===== config.mk =====
export PLATFORM = sky130hd
export DESIGN_NAME = level_controller
export DESIGN_NICKNAME = d
export VERILOG_FILES = /design/src/rtl/game_pkg.sv /design/src/rtl/score_accumulator.sv /design/src/rtl/level_controller.sv
export SDC_FILE = /design/constraint.sdc
export NUM_CORES = 1
export LEC_CHECK = 0
export ABC_AREA = 0
export ABC_CLOCK_PERIOD_IN_PS = 3800
export BUFFER_PORTS_ARGS = -buffer_cell sky130_fd_sc_hd__buf_4
export CAP_MARGIN = 20
export CORE_AREA = 2 2 130 69
export CTS_CLUSTER_DIAMETER = 150
export CTS_CLUSTER_SIZE = 25
export DETAILED_ROUTE_END_ITERATION = 6
export DIE_AREA = 0 0 132 71
export GPL_ROUTABILITY_DRIVEN = 0
export PLACE_DENSITY = 0.73
export SYNTH_ARGS = -nofsm -noshare
export SYNTH_HDL_FRONTEND = slang
export SYNTH_SLANG_ARGS = --single-unit

===== constraint.sdc =====
create_clock -name clk -period 3.8 [get_ports clk]
set_input_delay 0.19 -clock clk [delete_from_list [all_inputs] [get_ports clk]]
set_output_delay 0.19 -clock clk [all_outputs]
set_load 0.03 [all_outputs]

===== src/rtl/game_pkg.sv =====
// rtl/game_pkg.sv - shared constants for the game-flow controller
//   State encoding (3-bit) plus default widths and level targets.
package game_pkg;

  typedef logic [2:0] state_t;

  localparam state_t ST_IDLE  = 3'd0;
  localparam state_t ST_LOAD  = 3'd1;
  localparam state_t ST_PLAY  = 3'd2;
  localparam state_t ST_CLEAR = 3'd3;
  localparam state_t ST_OVER  = 3'd4;
  localparam state_t ST_WON   = 3'd5;

  localparam int SCORE_W_DEF     = 16;
  localparam int LEVEL_W_DEF     = 4;
  localparam int ADD_W_DEF       = 8;
  localparam int BASE_TARGET_DEF = 100;
  localparam int TARGET_STEP_DEF = 150;
  localparam int MAX_LEVEL_DEF   = 8;

endpackage


===== src/rtl/score_accumulator.sv =====
// rtl/score_accumulator.sv - saturating score register
//   clk_i        system clock
//   reset_i      synchronous active-high reset, score -> 0
//   clear_i      synchronous clear, wins over an add in the same cycle
//   add_valid_i  accept add_i this cycle
//   add_i        increment value
//   score_o      registered score
//   score_next_o value score_o takes on the next edge (post-add)
module score_accumulator
  import game_pkg::*;
#(
  parameter int SCORE_W = SCORE_W_DEF,
  parameter int ADD_W   = ADD_W_DEF
) (
  input  logic               clk_i,
  input  logic               reset_i,
  input  logic               clear_i,
  input  logic               add_valid_i,
  input  logic [ADD_W-1:0]   add_i,
  output logic [SCORE_W-1:0] score_o,
  output logic [SCORE_W-1:0] score_next_o
);

  logic [SCORE_W-1:0] score_q, score_d;
  logic [SCORE_W:0]   sum;

  // One extra bit catches the carry that signals saturation.
  assign sum = {1'b0, score_q} + {{(SCORE_W + 1 - ADD_W){1'b0}}, add_i};

  always_comb begin
    score_d = score_q;
    if (add_valid_i) begin
      score_d = sum[SCORE_W] ? {SCORE_W{1'b1}} : sum[SCORE_W-1:0];
    end
    if (clear_i) begin
      score_d = '0;
    end
  end

  always_ff @(posedge clk_i) begin
    if (reset_i) begin
      score_q <= '0;
    end else begin
      score_q <= score_d;
    end
  end

  assign score_o      = score_q;
  assign score_next_o = score_d;

endmodule


===== src/rtl/level_controller.sv =====
// rtl/level_controller.sv - game-flow FSM driving the countdown timer
//   clk, reset          clock, synchronous active-high reset
//   start               start-key pulse (honoured in IDLE/OVER/WON)
//   score_add_valid/add grab event and its value (accepted in PLAY only)
//   time_up             timer expired
//   timer_enable        timer counts (PLAY)
//   time_resetn         active-low timer reload (low in IDLE/LOAD)
//   move_enable         hook/claw may move (PLAY)
//   score/target/level  current score, level target, 1-based level
//   level_clear/game_over/game_won  high in CLEAR / OVER / WON
module level_controller
  import game_pkg::*;
#(
  parameter int SCORE_W     = SCORE_W_DEF,
  parameter int LEVEL_W     = LEVEL_W_DEF,
  parameter int ADD_W       = ADD_W_DEF,
  parameter int BASE_TARGET = BASE_TARGET_DEF,
  parameter int TARGET_STEP = TARGET_STEP_DEF,
  parameter int MAX_LEVEL   = MAX_LEVEL_DEF,
  parameter int HOLD_W      = 26,
  parameter int CLEAR_HOLD  = 49999999
) (
  input  logic               clk,
  input  logic               reset,
  input  logic               start,
  input  logic               score_add_valid,
  input  logic [ADD_W-1:0]   score_add,
  input  logic               time_up,
  output logic               timer_enable,
  output logic               time_resetn,
  output logic               move_enable,
  output logic [SCORE_W-1:0] score,
  output logic [SCORE_W-1:0] target,
  output logic [LEVEL_W-1:0] level,
  output logic               level_clear,
  output logic               game_over,
  output logic               game_won
);

  state_t             state_q, state_d;
  logic [LEVEL_W-1:0] level_q, level_d;
  logic [SCORE_W-1:0] target_q, target_d;
  logic [HOLD_W-1:0]  hold_q, hold_d;
  logic [SCORE_W:0]   target_sum;
  logic [SCORE_W-1:0] score_next;
  logic               new_game;
  logic               add_en;

  // A new game may only be launched from an idle or finished state.
  assign new_game = start && (state_q == ST_IDLE || state_q == ST_OVER || state_q == ST_WON);
  assign add_en   = score_add_valid && (state_q == ST_PLAY);

  assign target_sum = {1'b0, target_q} + (SCORE_W + 1)'(TARGET_STEP);

  score_accumulator #(
    .SCORE_W (SCORE_W),
    .ADD_W   (ADD_W)
  ) u_score (
    .clk_i        (clk),
    .reset_i      (reset),
    .clear_i      (new_game),
    .add_valid_i  (add_en),
    .add_i        (score_add),
    .score_o      (score),
    .score_next_o (score_next)
  );

  always_comb begin
    state_d  = state_q;
    level_d  = level_q;
    target_d = target_q;
    hold_d   = hold_q;
    case (state_q)
      ST_IDLE, ST_OVER, ST_WON: begin
        if (start) begin
          state_d  = ST_LOAD;
          level_d  = LEVEL_W'(1);
          target_d = SCORE_W'(BASE_TARGET);
        end
      end
      ST_LOAD: state_d = ST_PLAY;
      ST_PLAY: begin
        // Judge on the post-add score so a last-moment grab still counts.
        if (time_up) begin
          if (score_next >= target_q) begin
            if (level_q == LEVEL_W'(MAX_LEVEL)) begin
              state_d = ST_WON;
            end else begin
              state_d = ST_CLEAR;
              hold_d  = '0;
            end
          end else begin
            state_d = ST_OVER;
          end
        end
      end
      ST_CLEAR: begin
        hold_d = hold_q + HOLD_W'(1);
        if (hold_q == HOLD_W'(CLEAR_HOLD)) begin
          state_d  = ST_LOAD;
          level_d  = level_q + LEVEL_W'(1);
          target_d = target_sum[SCORE_W] ? {SCORE_W{1'b1}} : target_sum[SCORE_W-1:0];
        end
      end
      default: state_d = ST_IDLE;
    endcase
  end

  always_ff @(posedge clk) begin
    if (reset) begin
      state_q  <= ST_IDLE;
      level_q  <= LEVEL_W'(1);
      target_q <= SCORE_W'(BASE_TARGET);
      hold_q   <= '0;
    end else begin
      state_q  <= state_d;
      level_q  <= level_d;
      target_q <= target_d;
      hold_q   <= hold_d;
    end
  end

  assign timer_enable = (state_q == ST_PLAY);
  assign move_enable  = (state_q == ST_PLAY);
  assign time_resetn  = !(state_q == ST_IDLE || state_q == ST_LOAD);
  assign level_clear  = (state_q == ST_CLEAR);
  assign game_over    = (state_q == ST_OVER);
  assign game_won     = (state_q == ST_WON);
  assign level        = level_q;
  assign target       = target_q;

endmodule

# Word level (Yosys, flattened, before mapping)
# Index checks and enable logic that the tools add are counted.
# word_totals
regBits,65
wordCells,55
# classes
n_mux,20
n_reduce_logical,13
n_lt_le_gt_ge,1
addsub,4
n_eq_ne,12
# op_table
cell,n
two-way mux 16 bit,6
two-way mux 26 bit,3
case mux 26 bit (2 select lines),1
case mux 16 bit (2 select lines),1
"adder 26 x 1 -> 26 bit, second input constant",1
"equality test 26 bit, second input constant",1
adder 16 x 8 -> 17 bit,1
"adder 16 x 8 -> 17 bit, second input constant",1
greater-or-equal comparator 16 bit,1
two-way mux 3 bit,5
case mux 3 bit (4 select lines),1
two-way mux 4 bit,2
case mux 4 bit (2 select lines),1
"equality test 3 x 2 -> 1 bit, second input constant",2
"equality test 3 bit, second input constant",2
"inequality test 2 bit, second input constant",3
AND reduction 3 bit,2
"adder 4 x 1 -> 4 bit, second input constant",1
"equality test 4 bit, second input constant",1
"inequality test 2 x 1 -> 1 bit, second input constant",2
AND reduction 4 bit,1
nonzero test 2 bit,2
"equality test 3 x 1 -> 1 bit, second input constant",1
zero test 3 bit,1
other kinds (4),7

# Logic depth before layout (Yosys ltp)
# depth
word_depth,9
depth_mapped,17
depth_no_buf,15

# Modules after synthesis
# A second synthesis with hierarchy kept.
# unflattened
hier_cells,541
area_unflattened_um2,4331.7
# modules_own_cells
mod,seq_area_each_um2,n_inst,area_each_um2,cells_per_inst
level_controller,980.9,1,3221.8,399
score_accumulator,320.3,1,1109.8,142

# Worst setup path after synthesis
# Ideal clock, no wire load.
# synth_path
path_type,register -> register
from,register u_score.score_q[0] (netlist: u_score.score_o[0])
to,register hold_q[14]
t_arrival_ns,3.766
period_less_slack_ns,3.883
n_path_buf,2
path_stages_with_launch,18
slack_ns,-0.083
cell_sequence,dfxtp_1 > ha_1 > fa_1 > a21o_1 > a21o_1 > a21oi_2 > o21ai_2 > o22ai_1 > nand2b_1 > ha_1 > nand2b_4 > a2111o_1 > nand3_1 > nand4_2 > a31o_1 > buf_6 > buf_6 > o211a_1
# synth_between
elab_chain_cells,7
# synth_lines
element,line_no,text
start: declaration,score_accumulator.sv:24,"logic [SCORE_W-1:0] score_q, score_d;"
start signal: assignment,score_accumulator.sv:44,score_q <= score_d;
adder 16 x 8 -> 17 bit,score_accumulator.sv:28,"assign sum = {1'b0, score_q} + {{(SCORE_W + 1 - ADD_W){1'b0}}, add_i};"
two-way mux 16 bit,score_accumulator.sv:33,score_d = sum[SCORE_W] ? {SCORE_W{1'b1}} : sum[SCORE_W-1:0];
two-way mux 16 bit (*),score_accumulator.sv:32,if (add_valid_i) begin
two-way mux 16 bit (*),score_accumulator.sv:35,if (clear_i) begin
greater-or-equal comparator 16 bit (*),level_controller.sv:85,if (score_next >= target_q) begin
inequality test 2 x 1 -> 1 bit (no line) (*),n/a,
AND reduction 4 bit (no line) (*),n/a,
end signal: assignment,level_controller.sv:119,hold_q <= hold_d;
end: declaration,level_controller.sv:43,"logic [HOLD_W-1:0] hold_q, hold_d;"
# Mark *: on every way between the ends. The rest lies on a longest branch, timed or not.
# A chain may end at the register's enable or synchronous reset.

# Final worst setup path
# layout_path
from,register u_score.score_q[0] (netlist: u_score.score_o[0])
to,register hold_q[7]
# layout_between
elab_chain_cells,7
# layout_lines
element,line_no,text
adder 16 x 8 -> 17 bit,score_accumulator.sv:28,
two-way mux 16 bit,score_accumulator.sv:33,
two-way mux 16 bit,score_accumulator.sv:32,
two-way mux 16 bit,score_accumulator.sv:35,
named net score_next[13],level_controller.sv:45,logic [SCORE_W-1:0] score_next;
greater-or-equal comparator 16 bit,level_controller.sv:85,
inequality test 2 x 1 -> 1 bit (no line),n/a,
AND reduction 4 bit (no line),n/a,
# The timed path passes the listed nets, and every way through them passes these cells.

==> run_results.csv <==
group,metric,value,unit
run_status,outcome,"finished, violations left",
run_status,violations,"negative setup slack",
finish,num_antenna_cells,0,
critical_path,timing.rr.start,"u_score.score_o[0]",
drt,drt_iter0_markers,512,
synth,ys_seq_area_frac,0.3081,
power_and_ir_drop,ir_drop,0.0002259,V
timing,skew,5.582,ps
floorplanning,design.die.area,0.009372,sq mm
timing,period_needed,3823,ps
synth,syn_avg_cell_area,7.968,sq um
synth,ys.flop_type,"dfxtp_1",
clock_network,path_clk_slew,50,ps
power_and_ir_drop,p_leak,2.189,nW
power_and_ir_drop,swShare,0.2559,
finish,drive_gt1_frac,0.2638,
clock_network,cts_tree,"built",
timing,drv_slew,0,
synth,yosys.area.top_type_share,0.3081,
timing,relSlewSlack,0.3623,
synth,ys_ff_latch,65,
finish,final_util,0.6545,
drt,finalWirelength,12.90,mm
place,numPortBuffers,54,
drt,drc,0,
place,place_ws,-212.6,ps
grt,gr-total-overflow,0,
power_and_ir_drop,p_comb_frac,0.127,
timing,timing.final.hold_violations,0,
critical_path,r2r_end,"hold_q[7]",
critical_path,path_max_fanout,8,
worst_hold_path,min_path_cells,3,
drt,vias,4516,
grt,grt_max_degree,38,
finish,final_net_count,653,
drt,first_pass_iters,5,
power_and_ir_drop,p_seq_frac,0.415,
timing,setup_violations,6,
grt,grt_pass1_vias,4015,
drt,routed_via_density,6.178,
finish,final_common_cell,"buf_4",
synth,synthTopCellsByArea,"dfxtp_1 31%, ha_1 8.3%, nor2_1 5.6%",
power_and_ir_drop,p_int,1.242,mW
run,maxCapViolCount,0,
synth,syn_area,0.004223,sq mm
grt,grtUsageTotal,0.2749,
clock_network,numCtsBuffers,9,
floorplanning,core,0.008318,sq mm
clock_network,clock_path_buffers,2,
synth,synth_top_family_by_area,"simple AND/OR/NAND/NOR gates",
finish,area_growth,28.92,%
floorplanning,die_h,71,microns
critical_path,required,4050,ps
power_and_ir_drop,p_switching,0.4272,mW
finish,nFillCells,696,
timing,fmax,0.2615,GHz
floorplanning,io-pin-count,55,
finish,fin_cells,731,
finish,multi_input_area,0.002897,sq mm
synth,synthMuxAreaShare,0.01452,
clock_network,htree_levels,3,
timing,setup_ws,-23.42,ps
synth,synth_edf_count,0,
finish,final_cell_mix,"94 x buf_4, 64 x dfxtp_1, 63 x nor2_1, 49 x nand2_1, 33 x a21oi_1",
critical_path,worstRegToRegCells,16,
critical_path,cp_data_arrival_time,4070,ps
synth,synth_top_cell_by_area,"dfxtp_1",
timing,finalCritPeriodShare,1.006,
drt,ant_nets,0,
critical_path,criticalPathCategory,"flip-flop to flip-flop",
timing,max_slew.worst_pin.slew,953.0,ps
finish,seqCellArea,0.001303,sq mm
synth,synthArstFlopShare,0,
grt,grt_pass1_wl,20.39,mm
synth,synth-compound-area-share,0.2287,
floorplanning,initial_core_util,0.5077,
critical_path,end_kind,"flip-flop",
drt,routedWlPerCell,17.65,microns
worst_hold_path,hp-start,"start",
power_and_ir_drop,pwr_density_cell,306.6,mW/mm^2
place,dp.cells,712,
clock_network,cts.sinks,65,
synth,synth_xor_area_frac,0.01452,
synth,ys_types,72,
critical_path,regToRegSetupSlack,-20,ps
clock_network,root_buffer,"clkbuf_16",
worst_hold_path,min_to,"state_q[2]",
clock_network,cts_hold_buf,0,
place,hpwl,9.225,mm
critical_path,worstSetupStartpointType,"flip-flop",
floorplanning,rows,24,
power_and_ir_drop,power.share.clock,0.458,
timing,worst_hold_slack,163.6,ps
grt,antenna_found_initial,0,
timing,rsz0062_at_grt,"true",
synth,synth_fp_nets,572,
clock_network,clock_latency,340,ps
synth,synth_adder_area_share,0.08770,
synth,syn_inst,530,
floorplanning,fp.dieW,132,microns
synth,yosys_warnings,0,
worst_hold_path,hp-class,"primary input to flip-flop",
synth,synthSimpleGateAreaFrac,0.2898,
state kept, by name, summed over array words and instances, names as in the netlist:
name and cells:
state_q 3, level 4, hold_q 26, target 16, u_score.score_o 16
power groups by stage:
stage | Sequential, mW | Combinational [mW] | Clock (mW)
floorplan | 0.711 | 0.121 | 0
global placement | 0.707 | 0.190 | 0
detailed placement | 0.707 | 0.195 | 0
CTS | 0.693 | 0.202 | 0.764
global route | 0.693 | 0.228 | 0.795
finish | 0.693 | 0.212 | 0.764
per-stage QoR:
stage                     total power [mW]  instance area [sq um]  TNS, ps
after floorplan                     0.8316                   4232        0
after global placement              0.8966                   4932        0
after detailed placement            0.9023                   4932    -2638
after CTS                            1.659                   5260        0
after global routing                 1.717                   5444    -2796
final                                1.669                   5444   -96.56
cells by family (layout without fill, tap and decap cells):
kind of cell,count (synthesis),count (layout)
xor gates and xnor gates,7,7
and+or+nand+nor,225,225
muxes,6,6
AOI/OAI and AO/OA,146,146
DFF,65,65
adders and majority gates,29,29
buffers and inverters,52,136
cell usage after synthesis (all sizes together) (6+ instances only):
master and instances:
buf 14, inv 26, and4 6, o21ai 36
and2 7, ha 28, nor2 65, a21oi 37
o22ai 7, clkbuf 12, nand3 14, nand2 51
a211oi 7, nand4 16, dfxtp 65, nor4 13
nand2b 12, a311oi 19, a21o 6, nor3 16
a31oi 12
layout make-up:
type | instances | area share
inverter | 26 | 0.01793
sequential | 65 | 0.2393
timing repair buffer | 96 | 0.1354
tap | 117 | 0.02689
multi-input combinational | 413 | 0.5321
clock buffer | 14 | 0.04849
how the worst max path moves through the flow:
stage / to / cells past startpoint / start / slack, ps
6_report: hold_q[7] / 16 / u_score.score_o[0] / -20
4_1_cts: hold_q[3] / 17 / u_score.score_o[0] / 7
2_1_floorplan: hold_q[14] / 17 / u_score.score_o[0] / 30
3_5_place_dp: hold_q[7] / 18 / score_add[0] / -210
5_1_grt: hold_q[7] / 16 / u_score.score_o[0] / -170
3_3_place_gp: hold_q[4] / 17 / score_add[0] / 50
layer usage:
layer	wire [microns]	share of wire	vias up	GRT usage
met5	0	0	-	0
met4	177	0.014	0	0.06884
met3	1321	0.10	25	0.06953
met2	5288	0.41	229	0.3987
met1	6114	0.47	2136	0.4061
li1	-	-	2126	-
critical path, cell delays in order, from the launching register on:
cell and delay, ps:
dfxtp_2 330, ha_4 160, fa_2 390, a21o_1 180, a21o_1 200, a21oi_4 270
nor2_4 100, a211oi_2 310, nor4_2 90, ha_1 360, nand4_1 230, nor3_2 80
nor3_2 230, nand4_4 140, buf_6 150, o21a_4 250, a311oi_2 270
repair_timing:
item                                    CTS  global route
gates resized for setup                  10            28
pin swaps                                 4            16
endpoints found under the setup margin   25            29
setup buffers                             1             4
(Power assumes the default switching activity.)
